File: config.mk
export PLATFORM = sky130hd
export DESIGN_NAME = dff_mon
export DESIGN_NICKNAME = d
export VERILOG_FILES = /design/src/rtl/dff_mon.sv
export SDC_FILE = /design/constraint.sdc
export NUM_CORES = 1
export LEC_CHECK = 0
export BUFFER_PORTS_ARGS = -buffer_cell sky130_fd_sc_hd__buf_4
export CORE_UTILIZATION = 42
export DETAILED_ROUTE_END_ITERATION = 7
export HOLD_SLACK_MARGIN = 0.08
export PLACE_DENSITY = 0.62
export SETUP_SLACK_MARGIN = 0.2
export SYNTH_ARGS = -nofsm -noshare
export SYNTH_HDL_FRONTEND = slang
export SYNTH_SLANG_ARGS = --single-unit
File: constraint.sdc
create_clock -name clk -period 1.9 [get_ports clk]
set_input_delay 0.19 -clock clk [delete_from_list [all_inputs] [get_ports clk]]
set_output_delay 0.19 -clock clk [all_outputs]
set_load 0.005 [all_outputs]
File: src/rtl/dff_mon.sv
// In-circuit checker for a muxed D flip-flop: predicts q, compares every cycle, counts results.
// Optional DFF_MON_HALT_EN: freeze checking in HALT on the first mismatch.
module dff_mon #(
  parameter int CNT_W = 16
) (
  input  logic             clk,
  input  logic             rst_n,
  input  logic             en,
  input  logic             d0,
  input  logic             d1,
  input  logic             sel,
  input  logic             rst,
  input  logic             q,
  output logic             err_pulse,
  output logic             err_flag,
  output logic [CNT_W-1:0] pass_cnt,
  output logic [CNT_W-1:0] err_cnt,
  output logic [CNT_W-1:0] first_err_cyc,
  output logic [1:0]       state
);

  typedef enum logic [1:0] {
    IDLE  = 2'd0,
    PRIME = 2'd1,
    CHECK = 2'd2,
    HALT  = 2'd3
  } state_t;

`ifdef DFF_MON_HALT_EN
  localparam bit HALT_EN = 1'b1;
`else
  localparam bit HALT_EN = 1'b0;
`endif

  localparam logic [CNT_W-1:0] CNT_MAX = '1;

  state_t           st;
  logic             exp_q;
  logic [CNT_W-1:0] cyc_cnt;
  logic             pred;
  logic             mism;

  function automatic logic [CNT_W-1:0] sat_inc(input logic [CNT_W-1:0] v);
    return (v == CNT_MAX) ? v : v + CNT_W'(1);
  endfunction

  // Value the observed flop will load on this edge; compared one edge later.
  assign pred  = rst ? 1'b0 : (sel ? d1 : d0);
  assign mism  = (q != exp_q);
  assign state = st;

  always_ff @(posedge clk or negedge rst_n) begin
    if (!rst_n) begin
      st            <= IDLE;
      exp_q         <= 1'b0;
      cyc_cnt       <= '0;
      err_pulse     <= 1'b0;
      err_flag      <= 1'b0;
      pass_cnt      <= '0;
      err_cnt       <= '0;
      first_err_cyc <= '0;
    end else begin
      err_pulse <= 1'b0;
      if (!en) begin
        st <= IDLE;
      end else begin
        case (st)
          IDLE: begin
            st      <= PRIME;
            cyc_cnt <= '0;
          end
          PRIME: begin
            exp_q <= pred;
            st    <= CHECK;
          end
          CHECK: begin
            exp_q   <= pred;
            cyc_cnt <= sat_inc(cyc_cnt);
            if (mism) begin
              err_cnt   <= sat_inc(err_cnt);
              err_pulse <= 1'b1;
              err_flag  <= 1'b1;
              if (!err_flag) first_err_cyc <= cyc_cnt;
              if (HALT_EN) st <= HALT;
            end else begin
              pass_cnt <= sat_inc(pass_cnt);
            end
          end
          HALT: st <= HALT;
          default: st <= IDLE;
        endcase
      end
    end
  end

endmodule
==> reports/qor.txt <==
post-placement worst setup slack = 0.1323 ns
classification of the worst-slack hold path = in -> reg
Routability Congestion = 0.7999
effective utilization at floorplan = 43.20%
Period minus WS final = 1.650 ns
antenna violations before repair = 0
area added between synthesis and finish = 34.97%
Setup-failing EPs final = 0
Final WS setup = 0.2505 ns
start-to-end type of the worst setup path = reg -> reg
Die X-Extent = 90.92 um
number of global-route vias before repair = 2505
Clock Skews = 0.01217 ns
Netlist cell types = 49
post-synthesis instance area = 3321 um2
portion of synthesized cell area occupied by the leading cell type = 52.00%
floorplan core area = 7687 um2
Synth async-reset ratio = 100.0%
most used flip-flop cell after synthesis = dfrtp_1
Top Ports = 60
Fin. Hold Viols = 0
Clock power frac = 28.4%
gate count of the mapped netlist = 305
number of enable-type register cells in the synthesized netlist = 0
Yosys warnings = 0
buffer type at the clock tree root = clkbuf_8
standard-cell rows = 32
maximum level of the CTS H-tree = 3
number of inserted diodes = 0
arrival time of data at the critical path endpoint = 1.87 ns
Max FO, Critical Path = 7
CTS tree = built
combinational fraction of design power = 27.4%
source-to-sink clock delay at the later pin of the worst-skew pair = 0.34 ns
setup repair after global routing missed its margin = yes
clock transition at the register clock pins on the worst setup and hold paths after CTS = 0.08 ns
power per cell area = 871.7 nW/um2
Avg Synthesized Cell Area = 10.89 um2
Worst Setup Start Kind = flip-flop
endpoint class of the critical path = flip-flop
Die Span Y = 90.92 um
net count reported at finish = 422
run status = finished, final reports clean
GR Util All Layers = 18.00%
Inserted Clock Buffers = 9
starting DRC count in detailed routing = 109
final period utilization = 86.82%
sequential group share of total power = 44.1%
sequential area share after synthesis = 52.00%
die area = 8266 um2
post-layout total power = 3.907 mW
Pleak = 2.158 nW
worst IR drop on VDD = 0.6649 mV
Wirelength per Cell = 13.89 um
worst max-slew margin expressed relative to the limit = 76.46%
leading post-synthesis cells by cell area = dfrtp_1 52%, xnor2_1 5.0%, mux2_1 3.7%, nand2_1 3.3%, xor2_1 2.9%
via total after detailed routing = 2637
fraction of layout instances using a drive strength above 1 = 37.47%
maximum clock path buffer count = 2
count of TritonRoute iterations in the first routing pass = 4
Internal Dissipation = 2.761 mW
sum of net half-perimeters after detailed placement = 5003 um
first-pass GRT wire length = 11900 um
switching share of total power = 29.31%
Slew Viols, Final = 0
total nets after synthesis = 320
final antenna-violating net count = 0
transition time at the pin with the least slew margin = 0.3499 ns
overall overflow remaining after global route = 0
switching power = 1.145 mW
number of max-cap violations = 0
Sink Count = 69
#FFs+latches synth = 69
Post-route DRC = 0
Max Clk Rate = 0.6062 GHz
Routed Wire Length = 7126 um
pin count of the biggest net entering global routing = 46
cell type with the highest aggregate area in the netlist = dfrtp_1
data required time at the worst endpoint = 2.12 ns
via density per instance = 5.140
count of port buffers added during placement = 59
power groups by stage:
stage / registers (mW) / logic [mW] / clock network (mW)
2_1_floorplan: 1.77 / 0.438 / 0
3_3_place_gp: 1.75 / 0.893 / 0
3_5_place_dp: 1.75 / 0.922 / 0
4_1_cts: 1.73 / 0.936 / 1.15
5_1_grt: 1.75 / 1.17 / 1.20
6_report: 1.72 / 1.07 / 1.11
through the flow:
step | instance area [um2] | util, % | hold WS (ns) | setup TNS, ns | std cells
2_1_floorplan | 3352 | - | -0.1056 | -0.01583 | 305
3_3_place_gp | 4075 | 53.01 | 0.1138 | 0 | 483
3_5_place_dp | 4075 | 53.01 | 0.1135 | 0 | 483
4_1_cts | 4287 | 55.76 | 0.1404 | 0 | 501
5_1_grt | 4482 | 58.30 | 0.1485 | 0 | 513
6_report | 4482 | 58.30 | 0.1524 | 0 | 513
Yosys cell counts (all sizes together) (6+ instances only):
library cell / instances
dfrtp: 69
nand2: 30
nand3: 21
nor2: 21
xnor2: 19
mux2: 18
o21ai: 18
nand4: 14
xor2: 11
inv: 10
and3: 8
buf: 7
ha: 7
nor3: 6
cell type report:
class / count / area [um2]
Timing Repair Buffer: 99 / 788.3
Clock buffer: 10 / 127.6
Sequential cell: 69 / 1730
Clock inverter: 5 / 52.55
Multi-Input combinational cell: 218 / 1618
Tap cell: 102 / 127.6
Inverter: 10 / 37.54
Fill cell: 700 / 3206
worst max-delay path: stages, from the launching register on:
cell	delay, ns
dfrtp_1	0.45
nand4_1	0.16
or2_4	0.30
o21ai_4	0.27
buf_6	0.15
nor4_4	0.04
xor2_1	0.16
cell families after synthesis:
family	Yosys count	synth area share [%]
compound gates	42	9.043
xor+xnor	30	7.913
mux	19	6.518
buf+inv	18	2.524
fa+ha+maj	7	2.637
simple gates	120	19.37
flops	69	52.00
what timing repair did:
item / 4_1_cts / 5_1_grt
endpoints found under the setup margin: 23 / 52
pin swaps: 1 / 10
hold buffers: 2 / 0
endpoints found under the hold margin: 25 / 0
setup buffers: 1 / 12
resized for setup: 3 / 29
layout by cell type (no fill, tap or decap), drive strengths merged, types with 3 or more instances in the layout:
master  instances
and2            4
nand2          30
xnor2          19
nand4          14
clkbuf         10
buf            97
a31oi           5
or2             3
o31ai           5
dfrtp          69
nor4            3
inv            10
a21oi           4
nor2           21
and3            8
xor2           11
mux2           18
ha              7
nor3            6
o21ai          18
nand3          21
clkinv          3
layer usage:
| metal | global-route usage (%) | part of all wire (%) | vias up |
|---|---|---|---|
| li1 | - | - | 1288 |
| met1 | 25.08 | 47 | 1288 |
| met2 | 28.35 | 48 | 50 |
| met3 | 3.030 | 3.3 | 11 |
| met4 | 6.349 | 1.2 | 0 |
| met5 | 0 | 0 | - |
registers in the layout, indices dropped and copies added (netlist names):
name and flops:
err_cnt 16, exp_q 1, pass_cnt 16, first_err_cyc 16, err_flag 1, err_pulse 1, state 2, cyc_cnt 16
worst paths after layout:
path	slack, ns	cells past startpoint	endpoint	from
min in group asynchronous	0.29	2	pass_cnt[5]	rst_n
worst min register to register	0.49	1	first_err_cyc[6]	first_err_cyc[6]
max in group asynchronous	1.04	3	state[1]	rst_n
worst max-delay path	0.25	6	pass_cnt[15]	pass_cnt[7]
worst min-delay path	0.15	2	state[1]	en
worst max register to register	0.25	6	pass_cnt[15]	pass_cnt[7]
Power figures use the tool's default switching activity.
